<file path="config.mk">
export PLATFORM = sky130hd
export DESIGN_NAME = gpu_rect_sched
export DESIGN_NICKNAME = d
export VERILOG_FILES = /design/src/rtl/gpu_rect_sched.sv
export SDC_FILE = /design/constraint.sdc
export NUM_CORES = 1
export LEC_CHECK = 0
export BUFFER_PORTS_ARGS = -buffer_cell sky130_fd_sc_hd__clkbuf_2
export CAP_MARGIN = 10
export CORE_MARGIN = 2
export CORE_UTILIZATION = 45
export DETAILED_ROUTE_END_ITERATION = 8
export GPL_TIMING_DRIVEN = 1
export PLACE_DENSITY = 0.89
export SLEW_MARGIN = 0
export SYNTH_ARGS = -nofsm -noshare
export SYNTH_HDL_FRONTEND = slang
export SYNTH_SLANG_ARGS = --single-unit
</file>
<file path="constraint.sdc">
create_clock -name clk -period 2.15 [get_ports clk]
set_input_delay 0.1075 -clock clk [delete_from_list [all_inputs] [get_ports clk]]
set_output_delay 0.1075 -clock clk [all_outputs]
set_load 0.01 [all_outputs]
</file>
<file path="src/rtl/gpu_rect_sched.sv">
// Round-robin rectangle-fill command scheduler for the gpu_fill_rect engine.
// Optional clipping/rejection of off-screen commands: define GPU_RECT_CLIP_EN.

module gpu_rect_norm #(
  parameter int WB = 10,
  parameter int HB = 9
) (
  input  logic [WB-1:0] x1_i,
  input  logic [WB-1:0] x2_i,
  input  logic [HB-1:0] y1_i,
  input  logic [HB-1:0] y2_i,
  output logic [WB-1:0] xlo_o,
  output logic [WB-1:0] xhi_o,
  output logic [HB-1:0] ylo_o,
  output logic [HB-1:0] yhi_o
);
  always_comb begin
    xlo_o = (x2_i < x1_i) ? x2_i : x1_i;
    xhi_o = (x2_i < x1_i) ? x1_i : x2_i;
    ylo_o = (y2_i < y1_i) ? y2_i : y1_i;
    yhi_o = (y2_i < y1_i) ? y1_i : y2_i;
  end
endmodule

module gpu_rect_sched #(
  parameter int COLOR_BITS  = 32,
  parameter int SCREEN_W    = 640,
  parameter int SCREEN_H    = 480,
  parameter int WIDTH_BITS  = $clog2(SCREEN_W),
  parameter int HEIGHT_BITS = $clog2(SCREEN_H)
) (
  input  logic                   clk,
  input  logic                   rst,
  input  logic                   req0_valid_i,
  input  logic [WIDTH_BITS-1:0]  req0_x1_i,
  input  logic [WIDTH_BITS-1:0]  req0_x2_i,
  input  logic [HEIGHT_BITS-1:0] req0_y1_i,
  input  logic [HEIGHT_BITS-1:0] req0_y2_i,
  input  logic [COLOR_BITS-1:0]  req0_color_i,
  output logic                   req0_ready_o,
  output logic                   req0_done_o,
  output logic                   req0_err_o,
  input  logic                   req1_valid_i,
  input  logic [WIDTH_BITS-1:0]  req1_x1_i,
  input  logic [WIDTH_BITS-1:0]  req1_x2_i,
  input  logic [HEIGHT_BITS-1:0] req1_y1_i,
  input  logic [HEIGHT_BITS-1:0] req1_y2_i,
  input  logic [COLOR_BITS-1:0]  req1_color_i,
  output logic                   req1_ready_o,
  output logic                   req1_done_o,
  output logic                   req1_err_o,
  output logic [WIDTH_BITS-1:0]  fill_x1_o,
  output logic [WIDTH_BITS-1:0]  fill_x2_o,
  output logic [HEIGHT_BITS-1:0] fill_y1_o,
  output logic [HEIGHT_BITS-1:0] fill_y2_o,
  output logic                   fill_start_o,
  input  logic                   fill_busy_i,
  input  logic                   fill_done_i,
  output logic [COLOR_BITS-1:0]  color_o,
  output logic                   owner_o,
  output logic                   busy_o
);
  localparam int NUM_REQ = 2;

  typedef enum logic [1:0] {S_IDLE, S_START, S_RUN, S_DONE} state_t;
  state_t state_q, state_d;

  logic [NUM_REQ-1:0]                  vld, gnt;
  logic [NUM_REQ-1:0][WIDTH_BITS-1:0]  rx1, rx2, nxlo, nxhi;
  logic [NUM_REQ-1:0][HEIGHT_BITS-1:0] ry1, ry2, nylo, nyhi;
  logic [NUM_REQ-1:0][COLOR_BITS-1:0]  rcol;

  assign vld  = {req1_valid_i, req0_valid_i};
  assign rx1  = {req1_x1_i, req0_x1_i};
  assign rx2  = {req1_x2_i, req0_x2_i};
  assign ry1  = {req1_y1_i, req0_y1_i};
  assign ry2  = {req1_y2_i, req0_y2_i};
  assign rcol = {req1_color_i, req0_color_i};

  for (genvar g = 0; g < NUM_REQ; g++) begin : g_norm
    gpu_rect_norm #(.WB(WIDTH_BITS), .HB(HEIGHT_BITS)) u_norm (
      .x1_i (rx1[g]),
      .x2_i (rx2[g]),
      .y1_i (ry1[g]),
      .y2_i (ry2[g]),
      .xlo_o(nxlo[g]),
      .xhi_o(nxhi[g]),
      .ylo_o(nylo[g]),
      .yhi_o(nyhi[g])
    );
  end

  logic                   last_grant_q;
  logic                   owner_q;
  logic [COLOR_BITS-1:0]  color_q;
  logic [WIDTH_BITS-1:0]  fx1_q, fx2_q;
  logic [HEIGHT_BITS-1:0] fy1_q, fy2_q;

  // last_grant_q holds the index granted last; the other port wins a tie.
  always_comb begin
    gnt = '0;
    if (state_q == S_IDLE) begin
      if (vld[0] && (!vld[1] || last_grant_q)) gnt[0] = 1'b1;
      else if (vld[1])                         gnt[1] = 1'b1;
    end
  end

  logic                   sel;
  logic [WIDTH_BITS-1:0]  cx1, cx2;
  logic [HEIGHT_BITS-1:0] cy1, cy2;
  logic                   rej;

  assign sel = gnt[1];

`ifdef GPU_RECT_CLIP_EN
  localparam logic [WIDTH_BITS-1:0]  X_MAX = WIDTH_BITS'(SCREEN_W - 1);
  localparam logic [HEIGHT_BITS-1:0] Y_MAX = HEIGHT_BITS'(SCREEN_H - 1);
`endif

  always_comb begin
    cx1 = nxlo[sel];
    cx2 = nxhi[sel];
    cy1 = nylo[sel];
    cy2 = nyhi[sel];
    rej = 1'b0;
`ifdef GPU_RECT_CLIP_EN
    if (cx2 > X_MAX) cx2 = X_MAX;
    if (cy2 > Y_MAX) cy2 = Y_MAX;
    rej = (cx1 > X_MAX) || (cy1 > Y_MAX);
`endif
  end

  always_comb begin
    state_d = state_q;
    case (state_q)
      S_IDLE:  if (|gnt) state_d = rej ? S_DONE : S_START;
      // A 1-pixel fill may finish before the engine ever reports busy.
      S_START: if (fill_done_i)      state_d = S_DONE;
               else if (fill_busy_i) state_d = S_RUN;
      S_RUN:   if (fill_done_i) state_d = S_DONE;
      S_DONE:  state_d = S_IDLE;
      default: state_d = S_IDLE;
    endcase
  end

  always_ff @(posedge clk) begin
    if (rst) begin
      state_q      <= S_IDLE;
      last_grant_q <= 1'b1;
      owner_q      <= 1'b0;
      color_q      <= '0;
      fx1_q        <= '0;
      fx2_q        <= '0;
      fy1_q        <= '0;
      fy2_q        <= '0;
    end else begin
      state_q <= state_d;
      if (|gnt) begin
        owner_q <= sel;
        color_q <= rcol[sel];
        fx1_q   <= cx1;
        fx2_q   <= cx2;
        fy1_q   <= cy1;
        fy2_q   <= cy2;
      end
      if (state_q == S_DONE) last_grant_q <= owner_q;
    end
  end

  logic done_any;
  assign done_any = (state_q == S_DONE);

`ifdef GPU_RECT_CLIP_EN
  logic rej_q;
  always_ff @(posedge clk) begin
    if (rst)        rej_q <= 1'b0;
    else if (|gnt)  rej_q <= rej;
  end
  assign req0_err_o = done_any && !owner_q && rej_q;
  assign req1_err_o = done_any &&  owner_q && rej_q;
`else
  assign req0_err_o = 1'b0;
  assign req1_err_o = 1'b0;
`endif

  assign req0_ready_o = gnt[0];
  assign req1_ready_o = gnt[1];
  assign req0_done_o  = done_any && !owner_q;
  assign req1_done_o  = done_any &&  owner_q;
  assign fill_start_o = (state_q == S_START);
  assign busy_o       = (state_q != S_IDLE);
  assign fill_x1_o    = fx1_q;
  assign fill_x2_o    = fx2_q;
  assign fill_y1_o    = fy1_q;
  assign fill_y2_o    = fy2_q;
  assign color_o      = color_q;
  assign owner_o      = owner_q;
endmodule
</file>
# After elaboration in Yosys (flattened, before gate mapping)
# Index checks and enable logic that the tools add are counted.
# Widths: inputs -> output; s select.
[totals]
ff_bits = 74
out_inout_bits = 79
wordCells = 56
[classes]
magnitude_cmp = 5
eq_ne = 6
muxes = 27
n_reduce_logical = 10
[ops]
columns = ["op", "count"]
rows = [
  ["$mux 10", 8],
  ["$mux 9", 8],
  ["$mux 32", 2],
  ["$lt 10x10->1", 2],
  ["$lt 9x9->1", 2],
  ["$mux 2", 5],
  ["$pmux 2 s4", 1],
  ["$eq 2x2->1 const B", 2],
  ["$logic_and 1x1->1", 3],
  ["$mux 1", 3],
  ["$ne 3x1->1 const B", 1],
  ["$reduce_and 3->1", 1],
  ["$eq 2x1->1 const B", 1],
  ["$logic_not 1->1", 2],
  ["$logic_not 2->1", 1],
  ["$lt 1x2->1 const B", 1],
  ["$ne 2x1->1 const B", 1],
  ["$ne 2x2->1 const B", 1],
  ["$reduce_bool 2->1", 1],
  ["$reduce_or 2->1", 1],
  ["$logic_or 1x1->1", 1],
]

# Logic depth before layout (Yosys ltp)
[logic_depth]
ltp_word = 8
mapped_depth = 10
depth_no_buf = 9

# Modules after synthesis
# A second synthesis with hierarchy kept.
[unflattened]
cells_unflattened = 549
area_unflattened_um2 = 5133.7
[modules_own_cells]
columns = ["mod", "n_inst", "cells_per_inst", "area_per_inst_um2", "seq_area_each_um2"]
rows = [
  ["gpu_rect_sched", 1, 353, 3344.5, 1481.4],
  ["gpu_rect_norm", 2, 98, 894.6, 0.0],
]

# Worst setup path before layout
# Ideal clock, no wire load.
[synth_path]
kind = "register to register"
start = "reg state_q[0]"
end = "reg fy1_q[6] (netlist: fill_y1_o[6])"
t_arrival_ns = 1.814
t_required_ns = 2.032
path_slack_ns = 0.218
stages_incl_launch_ff = 10
n_path_buf = 1
synth_period_minus_slack_ns = 1.932
path_cell_list = "dfxtp_1 inv_1 ha_1 nand2_1 a21oi_4 nor2_4 nand2_1 clkbuf_1 or3_1 o2111a_1"
[synth_via]
elab_chain_len = 4
word_cells_on_any_way = 5
[synth_lines]
columns = ["item", "line_no", "text"]
rows = [
  ["from (decl)", "66", "state_t state_q, state_d;"],
  ["from (signal assigned)", "157", "state_q <= state_d;"],
  ["$logic_not 2->1 *", "102", "if (state_q == S_IDLE) begin"],
  ["$mux 2 *", "102", ""],
  ["$mux 9 (implied by the code) (2 in series)", "123", "cy1 = nylo[sel];"],
  ["to (signal assigned)", "163", "fy1_q <= cy1;"],
  ["to (decl)", "97", "logic [HEIGHT_BITS-1:0] fy1_q, fy2_q;"],
]
# Mark *: on every way between the ends. The rest lies on a longest branch, timed or not. The select of a mux whose other input is x is not followed.
# A chain may end at the register's enable or synchronous reset.

# Worst setup path in the final report
[layout_path]
start = "reg state_q[0]"
end = "reg fy1_q[0] (netlist: fill_y1_o[0])"
# Same word-level chain as after synthesis.

==> impl_metrics.yaml <==
run_status:
  status: "complete, but fails checks"
  violations: "negative setup slack"
place:
  dp_cells: 885
  gp_routability_congestion: 0.861
  portBuffers: 222
  hpwl_mm: 10.8
worst_hold_path:
  hp-class: "in2reg"
cts:
  cts_made_buffers: 9
  clk_pin_slew_ps: 80
  cts_sinks: 74
  cts_root_buf: "clkbuf_8"
  ctsLongestPathBuffers: 2
  tritoncts: "built"
  post_cts_buffers: 0
  h-tree-depth: 3
  insertion_delay_ps: 340
sta:
  setup_slack_ps: -48.2
  setup_violations: 18
  drv_slew: 0
  final.setup_skew_ps: 8.99
  worst_pin_slew_ps: 825
  slew_headroom_pct: 44.8
  hold_viol: 0
  max_freq_mhz: 455
  post-route-min-period_ps: 2200
  finalCritPeriodShare_pct: 102
  rsz0062_at_grt: "yes"
global_route:
  overflow: 0
  grtUsageTotal_pct: 25.9
  grt_antenna_before_repair: 0
  grt_pass1_wl_mm: 23.3
  grt_start_max_net_pins: 40
  grt_pass1_vias: 4745
finish:
  drive_gt1_share_pct: 32.6
  final_util_pct: 62.9
  final_cells: 931
  seqCellArea_sq_um: 1480
  syn2layout_area_growth_pct: 37.8
  multiInputGateArea_sq_um: 2840
  antenna_cells: 0
  nNetsFinal: 975
  num-fill-cells: 901
worst_setup_path:
  slowest_delay_ps: 450
  rrSetupSlack_ps: -50
  path_class: "reg2reg"
  crit_path_end_kind: "register"
  cp_num_buf_inv: 1
  crit_path_end: "fill_y1_o[0]$_SDFFE_PP0P_"
  path_delay_family: "simple AND/OR/NAND/NOR gates"
  slowest_stage: "or3_1"
  crit_start: "state_q[0]$_SDFFE_PP0P_"
  path_cells: "inv_1 -> ha_1 -> nand2_1 -> a21oi_4 -> nor2_4 -> nand2_1 -> or3_1 -> o2111a_1"
  r2r_cells: 8
  start_kind: "register"
  arrival_ps: 2430
  timing.rr.start: "state_q[0]$_SDFFE_PP0P_"
  cp_common_cell: "nand2_1"
  path_depth: 8
  crit_required_ps: 2380
  worstReg2RegEnd: "fill_y1_o[0]$_SDFFE_PP0P_"
  path_max_fanout: 18
power:
  pwr-share-seq_pct: 32.6
  swShare_pct: 40.3
  powerDensity_nw_per_um2: 1010
  power_frac_comb_pct: 46.7
  p_int_w: 0.00386
  leakagePower_nw: 3.23
  power_switching_w: 0.00261
  peakVddDrop_v: 0.000686
  clock_power_share_pct: 20.7
synth:
  yosysMostFrequentCell: "nand2_1"
  synth_top_cell_area_share_pct: 31.9
  ys.flop_type: "dfxtp_1"
  synth_area_sq_um: 4650
  synth_top_area_cell: "dfxtp_1"
  synth-seq-area-share_pct: 31.9
  yosys_register_bits: 74
  netlist_instances: 550
  synth_cell_type_count: 40
  synthArstFlopShare_pct: 0
  ys_top_cells_by_area: "dfxtp_1 32%, mux2i_1 11%, ha_1 10%"
  synth_edf_count: 0
  yosys_warnings: 0
  synth.avg_cell_area_sq_um: 8.45
  synth.top_cells.by_count: "80 x nand2_1, 74 x dfxtp_1, 51 x mux2i_1"
die:
  dieArea_sq_um: 11200
  start_util_pct: 45.6
  die_w_microns: 106
  die_y_microns: 106
  coreArea_sq_um: 10200
  num_rows: 37
  io_pins: 225
detailed_routing:
  routedWlPerCell_microns: 15.9
  first_pass_iters: 5
  wirelength_mm: 14.8
  ant_nets: 0
  vias: 5046
  avgViaCountPerCell: 5.42
  drc: 0
  drtIter0Drc: 348
job:
  drv_cap: 0
-- sequential cells by signal, indices dropped and copies added, names as in the netlist --
| signal | count |
|---|---|
| color_o | 32 |
| fill_x1_o | 10 |
| state_q | 2 |
| fill_y1_o | 9 |
| fill_x2_o | 10 |
| fill_y2_o | 9 |
| last_grant_q | 1 |
| owner_o | 1 |
-- per-stage QoR --
step | total power (W) | TNS, ps | worst slack (ps) | hold slack [ps] | cell area, sq um
floorplan | 0.00397 | 0 | 218 | 244 | 4650
global placement | 0.00502 | -132 | -10.3 | 331 | 5860
detailed placement | 0.00510 | -672 | -55.7 | 335 | 5860
CTS | 0.00649 | 0 | 0.663 | 2.06 | 6400
global route | 0.00691 | -2540 | -158 | 13.9 | 6410
finish | 0.00647 | -328 | -48.2 | 20.7 | 6410
-- power groups by stage --
stage / Combinational, W / Sequential, W / Clock [W]
floorplan: 0.00167 / 0.00231 / 0
global placement: 0.00290 / 0.00212 / 0
detailed placement: 0.00296 / 0.00214 / 0
CTS: 0.00302 / 0.00211 / 0.00136
global route: 0.00333 / 0.00216 / 0.00141
finish: 0.00302 / 0.00211 / 0.00134
-- cell usage in the layout, fill, tap and decap left out, types with 3 or more instances in the layout --
master	instances
nand2_1	80
buf_4	9
clkbuf_8	9
nand2b_1	4
a22oi_1	32
bufinv_16	3
o2111a_1	18
mux2i_1	51
a21o_1	5
o221ai_1	20
inv_1	40
nor2_1	45
dfxtp_1	74
ha_1	39
a21oi_1	49
o211ai_1	9
dlygate4sd3_1	30
or3_1	18
clkbuf_2	222
-- worst min path at each step --
stage	start	slack (ps)	cells past startpoint	to
after floorplan	req0_color_i[0]	240	2	color_o[0]$_SDFFE_PP0P_
after global placement	req0_color_i[19]	330	3	color_o[19]$_SDFFE_PP0P_
after detailed placement	req0_color_i[27]	330	3	color_o[27]$_SDFFE_PP0P_
after CTS	req0_color_i[18]	2	3	color_o[18]$_SDFFE_PP0P_
after global routing	req0_color_i[18]	10	3	color_o[18]$_SDFFE_PP0P_
final	req0_color_i[18]	20	3	color_o[18]$_SDFFE_PP0P_
-- routing by layer --
metal,vias to the layer above,global-route usage (%),wire [microns]
met2,232,44.9,7280
met4,0,8.65,284
met5,-,0,0
li1,2466,-,-
met3,27,4.14,988
met1,2321,32.7,6290
-- timing repair --
item / 4_1_cts / 5_1_grt
hold buffers: 30 / 0
endpoints found under the setup margin: 0 / 39
resized for setup: 0 / 1
hold endpoints to repair: 30 / 0
-- cells by family after synthesis --
family / count (synthesis) / synth area share (%)
simple gates: 161 / 15.3
compound gates: 149 / 24.2
buf+inv: 75 / 7.13
flops: 74 / 31.9
mux: 51 / 11.0
fa+ha+maj: 39 / 10.5
other cells: 1 / 0.0807
-- worst reg2reg max path, cell delays in order (launching register included) --
cell      delay, ps
dfxtp_1         390
inv_1           110
ha_1            270
nand2_1         130
a21oi_4          60
nor2_4          160
nand2_1         360
or3_1           460
o2111a_1        150
-- layout make-up --
class | instances | share of cell area (%)
clock buffer | 10 | 1.99
clock inverter | 6 | 1.78
inverter | 40 | 2.34
multi-input combinational | 402 | 44.4
sequential | 74 | 23.1
tap | 136 | 2.66
timing repair buffer | 263 | 23.7
(Power assumes the default switching activity.)
